===== src/rtl/warp_scheduler.sv =====
`default_nettype none
// ============================================================================
// Module   : warp_scheduler
// Purpose  : Multi-warp compute-unit scheduler. Walks the CU through IDLE,
//            FETCH, DECODE, REQ, WAIT, EXECUTE, WRITEBACK and DONE while
//            keeping a private PC and done flag per warp. After every
//            instruction it hands the pipeline to the next live warp in
//            round-robin order.
// Ports    : clk, reset (async, active-high)
//            cu_enable, warp_enable_mask      - start request / warps to run
//            is_*                             - decoder flags
//            fetch_state, lsu_state           - fetcher / per-lane LSU states
//            next_pc                          - PC unit result for curr_warp
//            curr_pc, curr_warp               - pipeline owner and its PC
//            rf_ren, rf_wen, mem_ren, mem_wen - registered enables
//            cu_state, warp_done, cu_complete - status
// Revision : 1.0 - initial release
// ============================================================================
module warp_scheduler #(
  parameter int PC_ADDR_WIDTH = 8,
  parameter int CU_WIDTH      = 4,
  parameter int NUM_WARPS     = 4,
  localparam int WARP_ID_WIDTH = (NUM_WARPS > 1) ? $clog2(NUM_WARPS) : 1
) (
  input  logic                     clk,
  input  logic                     reset,
  input  logic                     cu_enable,
  input  logic [NUM_WARPS-1:0]     warp_enable_mask,
  input  logic                     is_alu,
  input  logic                     is_branch,
  input  logic                     is_const,
  input  logic                     is_load,
  input  logic                     is_store,
  input  logic                     is_nop,
  input  logic                     is_jr,
  input  logic [1:0]               fetch_state,
  input  logic [2*CU_WIDTH-1:0]    lsu_state,
  input  logic [PC_ADDR_WIDTH-1:0] next_pc,
  output logic [PC_ADDR_WIDTH-1:0] curr_pc,
  output logic [WARP_ID_WIDTH-1:0] curr_warp,
  output logic                     rf_ren,
  output logic                     rf_wen,
  output logic                     mem_ren,
  output logic                     mem_wen,
  output logic [3:0]               cu_state,
  output logic [NUM_WARPS-1:0]     warp_done,
  output logic                     cu_complete
);

  typedef enum logic [3:0] {
    S_IDLE      = 4'd0,
    S_FETCH     = 4'd1,
    S_DECODE    = 4'd2,
    S_REQ       = 4'd3,
    S_WAIT      = 4'd4,
    S_EXECUTE   = 4'd5,
    S_WRITEBACK = 4'd6,
    S_DONE      = 4'd7
  } state_t;

  state_t                     state_q, state_d;
  logic [PC_ADDR_WIDTH-1:0]   pc_q [NUM_WARPS];
  logic [PC_ADDR_WIDTH-1:0]   pc_d [NUM_WARPS];
  logic [WARP_ID_WIDTH-1:0]   curr_warp_q, curr_warp_d;
  logic [NUM_WARPS-1:0]       warp_done_q, warp_done_d;
  logic                       rf_ren_q, rf_ren_d;
  logic                       rf_wen_q, rf_wen_d;
  logic                       mem_ren_q, mem_ren_d;
  logic                       mem_wen_q, mem_wen_d;
  logic                       cu_complete_q, cu_complete_d;

  logic                       lsu_busy;
  logic [WARP_ID_WIDTH-1:0]   first_warp;
  logic [NUM_WARPS-1:0]       done_post;
  logic                       next_found;
  logic [WARP_ID_WIDTH-1:0]   next_warp;
  logic [WARP_ID_WIDTH-1:0]   srch_idx;

  // A nop raises no enable; it is recognised purely by the other flags being low.
  logic unused_is_nop;
  assign unused_is_nop = is_nop;

  // Lanes in REQ (1) or WAIT (2) hold the pipeline; idle (0) and done (3) do not.
  always_comb begin
    lsu_busy = 1'b0;
    for (int i = 0; i < CU_WIDTH; i++) begin
      if (lsu_state[2*i +: 2] == 2'd1 || lsu_state[2*i +: 2] == 2'd2) begin
        lsu_busy = 1'b1;
      end
    end
  end

  // Lowest enabled warp starts the run (descending loop: last hit wins).
  always_comb begin
    first_warp = '0;
    for (int i = NUM_WARPS - 1; i >= 0; i--) begin
      if (warp_enable_mask[i]) begin
        first_warp = WARP_ID_WIDTH'(i);
      end
    end
  end

  // Done flags as they will be after this WRITEBACK; the search must see a
  // warp retiring on jr as already finished.
  always_comb begin
    done_post = warp_done_q;
    if (is_jr) begin
      done_post[curr_warp_q] = 1'b1;
    end
  end

  // Round-robin search from curr_warp+1 around to curr_warp itself. Offsets
  // are scanned from largest to smallest so the nearest live warp wins.
  always_comb begin
    next_found = 1'b0;
    next_warp  = '0;
    srch_idx   = '0;
    for (int k = NUM_WARPS; k >= 1; k--) begin
      srch_idx = WARP_ID_WIDTH'((int'(curr_warp_q) + k) % NUM_WARPS);
      if (!done_post[srch_idx]) begin
        next_found = 1'b1;
        next_warp  = srch_idx;
      end
    end
  end

  always_comb begin
    state_d       = state_q;
    pc_d          = pc_q;
    curr_warp_d   = curr_warp_q;
    warp_done_d   = warp_done_q;
    rf_ren_d      = rf_ren_q;
    rf_wen_d      = rf_wen_q;
    mem_ren_d     = mem_ren_q;
    mem_wen_d     = mem_wen_q;
    cu_complete_d = cu_complete_q;

    case (state_q)
      S_IDLE: begin
        if (cu_enable) begin
          if (|warp_enable_mask) begin
            for (int i = 0; i < NUM_WARPS; i++) begin
              pc_d[i] = '0;
            end
            warp_done_d = ~warp_enable_mask;
            curr_warp_d = first_warp;
            state_d     = S_FETCH;
          end else begin
            state_d       = S_DONE;
            cu_complete_d = 1'b1;
          end
        end
      end
      S_FETCH: begin
        if (fetch_state == 2'd3) begin
          state_d = S_DECODE;
        end
      end
      S_DECODE: begin
        state_d   = S_REQ;
        rf_ren_d  = is_load | is_store | is_alu | is_branch;
        rf_wen_d  = is_load | is_alu | is_const;
        mem_ren_d = is_load;
        mem_wen_d = is_store;
      end
      S_REQ: begin
        state_d = S_WAIT;
      end
      S_WAIT: begin
        if (!lsu_busy) begin
          state_d = S_EXECUTE;
        end
      end
      S_EXECUTE: begin
        state_d = S_WRITEBACK;
      end
      S_WRITEBACK: begin
        rf_ren_d    = 1'b0;
        rf_wen_d    = 1'b0;
        mem_ren_d   = 1'b0;
        mem_wen_d   = 1'b0;
        warp_done_d = done_post;
        if (!is_jr) begin
          pc_d[curr_warp_q] = next_pc;
        end
        if (next_found) begin
          curr_warp_d = next_warp;
          state_d     = S_FETCH;
        end else begin
          state_d       = S_DONE;
          cu_complete_d = 1'b1;
        end
      end
      S_DONE: begin
        if (!cu_enable) begin
          state_d       = S_IDLE;
          cu_complete_d = 1'b0;
        end
      end
      default: begin
        state_d = S_IDLE;
      end
    endcase
  end

  always_ff @(posedge clk or posedge reset) begin
    if (reset) begin
      state_q       <= S_IDLE;
      for (int i = 0; i < NUM_WARPS; i++) begin
        pc_q[i] <= '0;
      end
      curr_warp_q   <= '0;
      warp_done_q   <= '1;
      rf_ren_q      <= 1'b0;
      rf_wen_q      <= 1'b0;
      mem_ren_q     <= 1'b0;
      mem_wen_q     <= 1'b0;
      cu_complete_q <= 1'b0;
    end else begin
      state_q       <= state_d;
      pc_q          <= pc_d;
      curr_warp_q   <= curr_warp_d;
      warp_done_q   <= warp_done_d;
      rf_ren_q      <= rf_ren_d;
      rf_wen_q      <= rf_wen_d;
      mem_ren_q     <= mem_ren_d;
      mem_wen_q     <= mem_wen_d;
      cu_complete_q <= cu_complete_d;
    end
  end

  assign curr_pc     = pc_q[curr_warp_q];
  assign curr_warp   = curr_warp_q;
  assign rf_ren      = rf_ren_q;
  assign rf_wen      = rf_wen_q;
  assign mem_ren     = mem_ren_q;
  assign mem_wen     = mem_wen_q;
  assign cu_state    = state_q;
  assign warp_done   = warp_done_q;
  assign cu_complete = cu_complete_q;

endmodule
`default_nettype wire


===== config.mk =====
export PLATFORM = sky130hd
export DESIGN_NAME = warp_scheduler
export DESIGN_NICKNAME = d
export VERILOG_FILES = /design/src/rtl/warp_scheduler.sv
export SDC_FILE = /design/constraint.sdc
export NUM_CORES = 1
export LEC_CHECK = 0
export BUFFER_PORTS_ARGS = -buffer_cell sky130_fd_sc_hd__buf_2
export CAP_MARGIN = 10
export CORE_MARGIN = 2
export CORE_UTILIZATION = 43
export CTS_BUF_LIST = sky130_fd_sc_hd__clkbuf_8
export DETAILED_ROUTE_END_ITERATION = 8
export PLACE_DENSITY = 0.66
export SYNTH_ARGS = -nofsm -noshare
export SYNTH_HDL_FRONTEND = slang
export SYNTH_SLANG_ARGS = --single-unit
export TNS_END_PERCENT = 50

===== constraint.sdc =====
create_clock -name clk -period 6.45 [get_ports clk]
set_input_delay 0.3225 -clock clk [delete_from_list [all_inputs] [get_ports clk]]
set_output_delay 0.3225 -clock clk [all_outputs]
set_load 0.01 [all_outputs]

==> impl_summary.log <==
INFO  metric first_global_vias = 2046
INFO  metric drt-wirelength-per-cell = 17.5 microns
INFO  metric first_iter_violations = 78
INFO  metric cts-hold-fix-buffers = 0
INFO  metric post_synth_num_cell_types = 52
INFO  metric run_status = complete, no violations
INFO  metric critical-path-max-stage-delay = 900 ps
INFO  metric cts.path.max_buffers = 2
INFO  metric critical_path_required = 6620 ps
INFO  metric fin_worst_skew = 12.7 ps
INFO  metric synth_enable_flop_cells = 0
INFO  metric drv_cap = 0
INFO  metric fin_ws = 3500 ps
INFO  metric area_growth = 15.2%
INFO  metric leading_register_cell_type_out_of_synthesis = sky130_fd_sc_hd__dfrtp_1
INFO  metric seq_area = 1160 sq um
INFO  metric setup-violations-final = 0
INFO  metric layout_worst_path_cycle_share = 45.8%
INFO  metric ys_warns = 0
INFO  metric routed-via-count = 2042
INFO  metric synth.yosys.seq_area_share = 45.7%
INFO  metric worst-r2r-cell-count = 7
INFO  metric num-fill-cells = 537
INFO  metric tightest_slew = 846 ps
INFO  metric detail_route.first_pass.iterations = 4
INFO  metric layout-drive-gt1-share = 33.0%
INFO  metric synth.mux.area_fraction = 9.19%
INFO  metric dpl.cell_count = 334
INFO  metric ioPinCount = 55
INFO  metric ir_worst_vdd = 202 uV
INFO  metric path_cells = inv_1 > ha_1 > a21o_1 > mux4_2 > o311a_1 > mux2i_1 > nand2_1
INFO  metric ctsHtreeMaxLevel = 2
INFO  metric postSynthNetCount = 259
INFO  metric synth_top_family_by_area = compound AO/OA/AOI/OAI gates
INFO  metric slowest_stage = sky130_fd_sc_hd__dfrtp_1
INFO  metric pre_cts_slack = 3450 ps
INFO  metric antenna_left = 0
INFO  metric hold_path.class = in2async
INFO  metric share_of_the_synthesized_area_in_compound_gates_ao_oa_aoi_oai = 26.6%
INFO  metric max_fo_critical_path = 16
INFO  metric clock-root-buffer = sky130_fd_sc_hd__clkbuf_8
INFO  metric post_cts_buffers = 0
INFO  metric cts_inserted_buffers = 5
INFO  metric std_cell_rows = 27
INFO  metric critical_path_class = reg2reg
INFO  metric final_area = 2920 sq um
INFO  metric post_synth_inst_count = 223
INFO  metric viasPerCell = 5.97
INFO  metric place.port_buffers = 52
INFO  metric worst_r2r_startpoint = curr_warp[0]
INFO  metric number_of_failing_hold_endpoints_at_the_final_stage = 0
INFO  metric global_route_wire_length_before_repair = 9.87 mm
INFO  metric area_used_by_multi_input_combinational_logic = 1270 sq um
INFO  metric fin_cells = 342
INFO  metric antenna_violations_before_repair = 0
INFO  metric post-route-min-period = 2950 ps
INFO  metric place.gp.congestion = 0.893
INFO  metric dpl_cell_area = 2830 sq um
INFO  metric yosys-top-cells-area = sky130_fd_sc_hd__dfrtp_1 42%, sky130_fd_sc_hd__a32o_1 13%, sky130_fd_sc_hd__mux4_2 8.0%
INFO  metric placeableCoreArea = 5610 sq um
INFO  metric post_synthesis_share_of_cell_area_spent_on_xor_and_xnor_gates = 1.38%
INFO  metric asyncSetResetFlopFracSynth = 100%
INFO  metric insertion_delay = 300 ps
INFO  metric drt_drc_violations_left = 0
INFO  metric unrepaired_setup_endpoints_after_global_routing = no
INFO  metric post_synth_and_or_nand_nor_area_fraction = 10.9%
INFO  metric syn_area = 2530 sq um
INFO  metric grtUsageTotal = 19.7%
INFO  metric synth_area_in_adders = 1.98%
INFO  metric grt_remaining_overflow = 0
INFO  metric die_y = 80.7 microns
INFO  metric final_nets = 305
INFO  metric chipWidth = 80.7 microns
INFO  metric grt_start_max_net_pins = 47
INFO  metric cts.sink_count = 46
INFO  metric antenna_cells_inserted = 0
INFO  metric setup_total_negative_slack = 0 ps
INFO  metric wl = 5.97 mm
INFO  metric end_kind = register
INFO  metric timing.critical_path.arrival = 3130 ps
INFO  metric cp-startpoint = curr_warp[0]
INFO  metric die_area = 6520 sq um
INFO  metric place_hpwl = 4.01 mm
INFO  metric worstSetupStartpointType = register
INFO  metric synth_seq_cells = 46
INFO  metric clock.fmax = 338 MHz
INFO  metric post_cts_resized = 0
INFO  metric cts_tree = done
INFO  metric relSlewSlack = 43.6%
INFO  metric post-layout-total-power = 1.14 mW
INFO  metric synth_top_area_share = 41.5%
INFO  metric syn_avg_cell_area = 11.4 sq um
INFO  metric clk_pin_slew_worst_paths = 90 ps
INFO  metric leakage = 1.30 nW
INFO  metric report.final.slew_viol_count = 0
INFO  metric floorplan.initialDensity = 45.2%
INFO  metric total_power_divided_by_cell_area = 391 nW/um^2
INFO  metric synthDominantAreaCellType = sky130_fd_sc_hd__dfrtp_1
==> cell usage in the layout, fill, tap and decap left out, types with 5 or more instances in the layout <==
master                     instances
sky130_fd_sc_hd__nand2_1          19
sky130_fd_sc_hd__o21ai_0           7
sky130_fd_sc_hd__a32o_1           32
sky130_fd_sc_hd__nor2_1            5
sky130_fd_sc_hd__inv_1             5
sky130_fd_sc_hd__mux4_2            9
sky130_fd_sc_hd__dfrtp_1          42
sky130_fd_sc_hd__a21oi_1          12
sky130_fd_sc_hd__buf_2            52
sky130_fd_sc_hd__a21o_1            6
sky130_fd_sc_hd__clkbuf_8          5
==> cell families (layout without fill, tap and decap cells) <==
kind of cell / after synthesis / count (layout)
AO/OA/AOI/OAI: 84 / 84
XOR/XNOR: 4 / 4
adder cells (fa/ha/maj): 4 / 4
buffers and inverters: 23 / 70
flip-flops: 46 / 46
multiplexers: 12 / 12
other: 1 / 1
AND/OR/NAND/NOR: 49 / 49
==> flip-flops by register name (all words and copies together) (netlist names) <==
| name | count |
|---|---|
| cu_complete | 1 |
| cu_state | 3 |
| curr_warp | 2 |
| mem_ren | 1 |
| mem_wen | 1 |
| pc_q | 32 |
| rf_ren | 1 |
| rf_wen | 1 |
| warp_done | 4 |
==> routing by layer <==
metal  wire length (microns)  track usage, %  vias to the layer above
li1                        -               -                      975
met2                    2950            34.1                       50
met5                       0               0                        -
met4                      24            4.07                        0
met1                    2740            26.0                     1015
met3                     258            3.67                        2
==> cells in the mapped netlist (2+ instances only) <==
master / count
sky130_fd_sc_hd__buf_4: 2
sky130_fd_sc_hd__nor4_1: 2
sky130_fd_sc_hd__o21ai_0: 7
sky130_fd_sc_hd__nor3_1: 3
sky130_fd_sc_hd__a221oi_1: 2
sky130_fd_sc_hd__ha_1: 4
sky130_fd_sc_hd__nor2b_1: 4
sky130_fd_sc_hd__buf_2: 8
sky130_fd_sc_hd__nand3b_1: 2
sky130_fd_sc_hd__o21ai_1: 2
sky130_fd_sc_hd__o21ai_2: 2
sky130_fd_sc_hd__dfrtp_1: 42
sky130_fd_sc_hd__dfstp_2: 4
sky130_fd_sc_hd__o22ai_1: 2
sky130_fd_sc_hd__nand2_1: 19
sky130_fd_sc_hd__mux4_2: 9
sky130_fd_sc_hd__a32o_1: 32
sky130_fd_sc_hd__nand3_1: 2
sky130_fd_sc_hd__o211ai_1: 2
sky130_fd_sc_hd__a22oi_1: 2
sky130_fd_sc_hd__inv_1: 6
sky130_fd_sc_hd__a21o_1: 6
sky130_fd_sc_hd__xor2_1: 3
sky130_fd_sc_hd__mux2i_1: 3
sky130_fd_sc_hd__nor3b_2: 3
sky130_fd_sc_hd__nor2_1: 6
sky130_fd_sc_hd__a21oi_1: 12
sky130_fd_sc_hd__clkbuf_1: 5
sky130_fd_sc_hd__a31oi_1: 4
==> cell type report <==
cell class | count | area share, %
multi-input cells | 154 | 43.7
flip-flops and latches | 46 | 39.6
repair buffers | 55 | 9.70
well taps | 72 | 3.09
clock buffers | 5 | 2.36
inverters | 7 | 0.901
clock inverters | 3 | 0.644
==> final timing paths <==
kind / to / slack (ps)
min in group clk: warp_done[0] / 210
max: curr_warp[0] / 3500
max reg2reg: curr_warp[0] / 3500
min reg2reg: mem_wen / 480
max in group asynchronous: pc_q[31] / 5900
min: pc_q[5] / 160
==> per-stage QoR <==
stage	util, %	hold WS [ps]
2_1_floorplan	-	385
3_3_place_gp	50.4	465
3_5_place_dp	50.4	469
4_1_cts	52.0	172
5_1_grt	52.0	206
6_report	52.0	155
==> report_power, final <==
part,switching (mW),total [mW],internal (mW)
Sequential,0.101,0.452,0.351
Clock,0.0998,0.176,0.0764
Combinational,0.295,0.512,0.217
Total,0.496,1.14,0.644
==> critical path, delay by kind of cell, from the launching register on <==
family                   cells  cell delay, ps
multiplexers                 2             650
adder cells (fa/ha/maj)      1             350
flip-flops                   1             900
buffers and inverters        1             330
AO/OA/AOI/OAI                2             540
AND/OR/NAND/NOR              1              70
No activity file was read; power rests on OpenSTA's default activity.
